### src/rtl/mul_div_unit.sv
// mul_div_unit: iterative 32-bit multiply/divide unit for the MIPS EX stage.
//
// MULT/MULTU use radix-2 shift-add on magnitudes; DIV/DIVU use restoring
// division on magnitudes. Either way the operation takes one IDLE sampling
// edge, 32 CALC edges and one FIX edge, so HI/LO are valid 33 cycles after
// start_i is sampled, whatever the operands.
//
// Build option: define MDU_DIV_EN to build the divide datapath. Without it,
// DIV/DIVU still run the full 33-cycle busy/done sequence but return
// HI = 0, LO = 0 and never raise div_zero_o, so the hazard unit sees the
// same stall behaviour in both builds.
module mul_div_unit (
  input  logic        clk_i,
  input  logic        rst_i,
  input  logic        start_i,
  input  logic [1:0]  op_i,
  input  logic [31:0] src1_i,
  input  logic [31:0] src2_i,
  input  logic        hi_we_i,
  input  logic        lo_we_i,
  output logic        busy_o,
  output logic        done_o,
  output logic        div_zero_o,
  output logic [31:0] hi_o,
  output logic [31:0] lo_o
);

  typedef enum logic [1:0] {
    ST_IDLE = 2'd0,
    ST_CALC = 2'd1,
    ST_FIX  = 2'd2
  } state_t;

  // Two's-complement negation of a 32-bit word.
  function automatic logic [31:0] neg32(input logic [31:0] v);
    return (~v) + 32'd1;
  endfunction

  // Two's-complement negation of a 64-bit product.
  function automatic logic [63:0] neg64(input logic [63:0] v);
    return (~v) + 64'd1;
  endfunction

  // Magnitude of an operand; unsigned ops pass the operand through.
  // |-2^31| comes out as 32'h80000000, which is correct read as unsigned.
  function automatic logic [31:0] mag32(input logic [31:0] v, input logic is_signed);
    return (is_signed && v[31]) ? neg32(v) : v;
  endfunction

  // Architectural and control state
  state_t      state_q;
  logic [5:0]  cnt_q;
  logic        busy_q;
  logic        done_q;
  logic        dz_q;
  logic [31:0] hi_q;
  logic [31:0] lo_q;

  // Operation context latched at start
  logic        is_div_q;   // 1: DIV/DIVU, 0: MULT/MULTU
  logic        neg_res_q;  // negate product / quotient in FIX
  logic [31:0] opnd_q;     // multiplicand magnitude or divisor magnitude

  // Working registers: {acc, work} is the 64-bit shift register.
  // Multiply: acc = upper partial product, work = multiplier shifting out.
  // Divide:   acc = partial remainder,     work = dividend in / quotient out.
  logic [31:0] acc_q;
  logic [31:0] work_q;
  logic [31:0] acc_d;
  logic [31:0] work_d;

`ifdef MDU_DIV_EN
  logic        neg_rem_q;  // remainder takes the dividend's sign
  logic [31:0] src1_q;     // raw dividend, returned in HI on divide by zero
  logic [32:0] div_shift_s;
  logic        div_ge_s;
`endif

  // Iteration results and FIX-stage results
  logic [32:0] mul_sum_s;
  logic [63:0] prod_s;
  logic [63:0] prod_fix_s;
  logic [31:0] hi_fix_d;
  logic [31:0] lo_fix_d;
  logic        dz_fix_d;

  // Decode of the requested operation at the sampling edge
  logic        start_signed_s;
  logic        start_div_s;

  assign start_signed_s = ~op_i[0];
  assign start_div_s    = op_i[1];

  // One multiply or divide iteration on the {acc, work} register.
  always_comb begin
    acc_d     = acc_q;
    work_d    = work_q;
    mul_sum_s = {1'b0, acc_q} + (work_q[0] ? {1'b0, opnd_q} : 33'd0);
`ifdef MDU_DIV_EN
    div_shift_s = {acc_q, work_q[31]};
    div_ge_s    = (div_shift_s >= {1'b0, opnd_q});
`endif
    if (!is_div_q) begin
      // Shift-add: add multiplicand when the multiplier LSB is set, then
      // shift the 65-bit {carry, acc, work} right by one.
      acc_d  = mul_sum_s[32:1];
      work_d = {mul_sum_s[0], work_q[31:1]};
    end else begin
`ifdef MDU_DIV_EN
      // Restoring step: shift in the next dividend bit; subtract the
      // divisor if it fits. When it fits the difference is below the
      // divisor, so its low 32 bits are exact.
      if (div_ge_s) begin
        acc_d  = div_shift_s[31:0] - opnd_q;
        work_d = {work_q[30:0], 1'b1};
      end else begin
        acc_d  = div_shift_s[31:0];
        work_d = {work_q[30:0], 1'b0};
      end
`else
      acc_d  = acc_q;
      work_d = work_q;
`endif
    end
  end

  // Sign correction and special cases applied when leaving CALC.
  always_comb begin
    prod_s     = {acc_q, work_q};
    prod_fix_s = prod_s;
    hi_fix_d   = 32'd0;
    lo_fix_d   = 32'd0;
    dz_fix_d   = 1'b0;
    if (!is_div_q) begin
      if (neg_res_q) begin
        prod_fix_s = neg64(prod_s);
      end else begin
        prod_fix_s = prod_s;
      end
      hi_fix_d = prod_fix_s[63:32];
      lo_fix_d = prod_fix_s[31:0];
      dz_fix_d = 1'b0;
    end else begin
`ifdef MDU_DIV_EN
      if (opnd_q == 32'd0) begin
        hi_fix_d = src1_q;
        lo_fix_d = 32'hFFFF_FFFF;
        dz_fix_d = 1'b1;
      end else begin
        // -2^31 / -1 falls out here as quotient 32'h80000000, remainder 0.
        lo_fix_d = neg_res_q ? neg32(work_q) : work_q;
        hi_fix_d = neg_rem_q ? neg32(acc_q) : acc_q;
        dz_fix_d = 1'b0;
      end
`else
      hi_fix_d = 32'd0;
      lo_fix_d = 32'd0;
      dz_fix_d = 1'b0;
`endif
    end
  end

  // Control FSM, datapath registers and registered outputs.
  always_ff @(posedge clk_i) begin
    if (!rst_i) begin
      state_q   <= ST_IDLE;
      cnt_q     <= 6'd0;
      busy_q    <= 1'b0;
      done_q    <= 1'b0;
      dz_q      <= 1'b0;
      hi_q      <= 32'd0;
      lo_q      <= 32'd0;
      is_div_q  <= 1'b0;
      neg_res_q <= 1'b0;
      opnd_q    <= 32'd0;
      acc_q     <= 32'd0;
      work_q    <= 32'd0;
`ifdef MDU_DIV_EN
      neg_rem_q <= 1'b0;
      src1_q    <= 32'd0;
`endif
    end else begin
      done_q <= 1'b0;
      dz_q   <= 1'b0;
      case (state_q)
        ST_IDLE: begin
          // MTHI/MTLO land even when start_i is sampled on the same edge;
          // the FIX write of that operation overwrites them later.
          if (hi_we_i) begin
            hi_q <= src1_i;
          end
          if (lo_we_i) begin
            lo_q <= src1_i;
          end
          if (start_i) begin
            state_q   <= ST_CALC;
            busy_q    <= 1'b1;
            cnt_q     <= 6'd0;
            acc_q     <= 32'd0;
            is_div_q  <= start_div_s;
            neg_res_q <= start_signed_s & (src1_i[31] ^ src2_i[31]);
            if (start_div_s) begin
              work_q <= mag32(src1_i, start_signed_s);
              opnd_q <= mag32(src2_i, start_signed_s);
            end else begin
              work_q <= mag32(src2_i, start_signed_s);
              opnd_q <= mag32(src1_i, start_signed_s);
            end
`ifdef MDU_DIV_EN
            neg_rem_q <= start_signed_s & src1_i[31];
            src1_q    <= src1_i;
`endif
          end
        end
        ST_CALC: begin
          acc_q  <= acc_d;
          work_q <= work_d;
          cnt_q  <= cnt_q + 6'd1;
          if (cnt_q == 6'd31) begin
            state_q <= ST_FIX;
          end
        end
        ST_FIX: begin
          hi_q    <= hi_fix_d;
          lo_q    <= lo_fix_d;
          dz_q    <= dz_fix_d;
          done_q  <= 1'b1;
          busy_q  <= 1'b0;
          cnt_q   <= 6'd0;
          state_q <= ST_IDLE;
        end
        default: begin
          state_q <= ST_IDLE;
          busy_q  <= 1'b0;
          cnt_q   <= 6'd0;
        end
      endcase
    end
  end

  assign busy_o     = busy_q;
  assign done_o     = done_q;
  assign div_zero_o = dz_q;
  assign hi_o       = hi_q;
  assign lo_o       = lo_q;

endmodule
### config.mk
export PLATFORM = sky130hd
export DESIGN_NAME = mul_div_unit
export DESIGN_NICKNAME = d
export VERILOG_FILES = /design/src/rtl/mul_div_unit.sv
export SDC_FILE = /design/constraint.sdc
export NUM_CORES = 1
export LEC_CHECK = 0
export CORE_MARGIN = 5
export CORE_UTILIZATION = 50
export DETAILED_ROUTE_END_ITERATION = 8
export GPL_ROUTABILITY_DRIVEN = 0
export GPL_TIMING_DRIVEN = 1
export PLACE_DENSITY = 0.73
export SYNTH_ARGS = -nofsm -noshare
export SYNTH_HDL_FRONTEND = slang
export SYNTH_SLANG_ARGS = --single-unit
### constraint.sdc
create_clock -name clk_i -period 5.27 [get_ports clk_i]
set_input_delay 1.581 -clock clk_i [delete_from_list [all_inputs] [get_ports clk_i]]
set_output_delay 1.581 -clock clk_i [all_outputs]
set_load 0.1 [all_outputs]
==> summary.md <==
| Metric | Value |
|---|---|
| CP max FO | 7 |
| HP Start | opnd_q[6] |
| Post-Synthesis Cells | ~1.6k |
| Clock Latency Late Sink | between 400 and 500 ps |
| Hold crit path type | reg -> reg |
| R2R Setup Slk | between 1000 and 1500 ps |
| Pin count of the biggest net entering global routing | between 50 and 60 |
| Clock skew | around 14 ps |
| Synth cell types | 71 |
| GRT Total Usage | 30.83% |
| Starting density of the core | between 50% and 60% |
| # hold bufs at CTS | 0 |
| Final min period | roughly 4300 ps |
| Final WS setup | 995.2 ps |
| Dpl hpwl | roughly 32000 um |
| Tcrit/Tclk final | between 80% and 90% |
| Synth Warn # | 0 |
| Postcts setup bufs | 0 |
| Final Hold Viols | 0 |
| Fill count | around 2.2k |
| Drt total wl | around 42000 um |
| Die Wd | ~160 um |
| WHS Path Cells | 2 |
| Wire per inst | approximately 21 um |
| RSZ-0062 raised after global routing | no |
| Number of enable flip-flop cells after synthesis | 0 |
| Clock-pin transition on the worst setup and hold timing paths | about 70 ps |
| Initial antenna violation count | 0 |
| Register area share after synthesis | 29.23% |
| TNS Setup | 0 ps |
| Area Overhead vs Synth | 18.02% |
| TritonCTS buffer count | 17 |
| First-pass iteration count of the detailed router | 6 |
| Max_slew headroom | a little over a quarter |
| Reg2reg path depth | 11 |
| TritonCTS clock tree | built |
| Yosys top cell area share | around 30% |
| Die H | 163.5 um |
| CTS root buf | clkbuf_16 |
| Worst r2r src | work_q[0] |
| Vias per cell | around 6.3 |
| F_max | about 0.23 GHz |
| PD cells | 278.3 nW/um^2 |
| Ys flop type | dfxtp_1 |
| Final ANT Viol Nets | 0 |
| Top post-synthesis cells by area | dfxtp_1 (29%), xnor2_1 (7.7%), nand2_1 (5.7%), o21ai_0 (5.7%), a21oi_1 (5.1%) |
| Die area | ~27000 sq um |
| Resized Gates After CTS | 0 |
| Yosys reg bits | 172 |
| Io pins | 138 |
| Hold_ws | around 450 ps |
| Global-route wire length before repair | 64580 um |
| Antenna fix cells | 0 |
| Syn Std Cell Area | 11780 sq um |
| Setup CP Type | in -> reg |
| Status | complete, no violations |
| Vias after detailed routing | 12.46k |
| Syn_nets | between 1.5k and 2k |
| Post-layout nets | 1756 |
| CTS Buffer Depth | 2 |
| Ys async rst share | 0% |
| Most frequent cell after synthesis | nand2_1 |
| Worst EP arrival | approximately 4600 ps |
| Synth area leader | dfxtp_1 |
| FP Rows | 56 |
| WP data required | about 5600 ps |
| Synthesized area per cell | around 7.5 sq um |
| Final Max Slew Viols | 0 |
| CTS HTree Levels | 4 |
| Initial drt markers | between 1.5k and 2k |
| Crit. End Element | register |
| Worst setup SP type | input pin |
| Worst R2R End | acc_q[28] |
| Hold EP | opnd_q[6] |
| Leakage power | between 0.005 and 0.006 uW |
| Worst-Margin Slew | between 1000 and 1500 ps |
| Peak VDD IR | around 0.00013 V |
| Share of layout cells above drive strength 1 | slightly above 5% |
| Synth cell count leaders | nand2_1 (180), dfxtp_1 (172), nor2_1 (156), o21ai_0 (133), a21oi_1 (121) |
| Total gr overflow | 0 |
| CTS sink count | about 170 |
| Place WS | between 500 and 600 ps |
| Finish-stage setup viols | 0 |
| Vias in the first global route | between 10k and 15k |
| Max-cap violations | 0 |
| Final Util | 59.59% |
| DR DRC count | 0 |
| I/O Buffers | around 140 |
| Core area | about 23000 sq um |
worst max-delay path, stage by stage:
cell             delay [ps]
clkdlybuf4s50_1         490
or4_1                   620
or4b_2                  700
nor3_2                  380
a21o_1                  180
xor2_1                  210
a211oi_1                110
a311o_1                 330
where the power goes:
part / internal [uW] / total (uW) / switching, uW / leakage, uW
sequential: 1390 / 1510 / 117 / 0.00141
combinational: 334 / 1080 / 750 / 0.00346
clock: 675 / 1280 / 602 / 0.000277
metrics by stage:
step | cells | total power [uW] | instance area (sq um)
floorplan | 1577 | 2246 | 11780
global placement | 1948 | 2584 | 13320
detailed placement | 1948 | 2594 | 13320
CTS | 1980 | 3850 | 13900
global route | 1980 | 4002 | 13900
finish | 1980 | 3869 | 13900
worst max path at each step:
stage | startpoint | end | slack, ps
global placement | src2_i[10] | opnd_q[28] | 680
finish | src2_i[10] | work_q[20] | 1000
global route | src2_i[10] | opnd_q[28] | 830
floorplan | src2_i[12] | work_q[20] | 1300
CTS | src2_i[10] | work_q[20] | 1010
detailed placement | src2_i[10] | work_q[20] | 550
final cells by class:
cell class	count	area, sq um	area share [%]
repair buffers	160	1531	11.02
clock buffers	19	432.9	3.114
clock inverters	13	151.4	1.089
flip-flops and latches	172	3443	24.77
multi-input cells	1272	7851	56.47
well taps	319	399.1	2.871
inverters	25	93.84	0.6749
flip-flops by register name, indices dropped and copies added (netlist names):
register	cells
work_q	32
done_o	1
neg_res_q	1
hi_o	32
lo_o	32
acc_q	32
is_div_q	1
state_q	2
busy_o	1
opnd_q	32
cnt_q	6
layer usage:
metal	share of wire, %	GRT usage (%)	up-vias
met5	0	0	-
met4	4.8	14.30	0
met3	11	6.056	104
met2	41	44.74	692
met1	43	43.94	5801
li1	-	-	5867
layout by cell type (no fill, tap or decap), drive strengths merged, types with 10 or more instances in the layout:
cell	n
a211oi	17
a21o	15
a21oi	121
a221oi	39
a22oi	10
a31oi	39
and2	44
buf	26
clkbuf	19
clkdlybuf4s50	134
dfxtp	172
ha	36
inv	31
mux2i	15
nand2	181
nand2b	16
nand3	54
nand4	10
nor2	156
nor3	43
nor4	15
o211ai	33
o21ai	134
o31ai	23
o41ai	15
or3	14
or4	10
xnor2	103
xor2	45
kinds of logic after synthesis:
family                   after synthesis  synth area share [%]
XOR/XNOR                             148                 11.00
AND/OR/NAND/NOR                      575                 23.15
adder cells (fa/ha/maj)               37                 3.994
flip-flops                           172                 29.23
buffers and inverters                133                 4.344
AO/OA/AOI/OAI                        496                 26.97
other                                  1               0.03183
multiplexers                          15                 1.275
No activity file was read; power rests on OpenSTA's default activity.
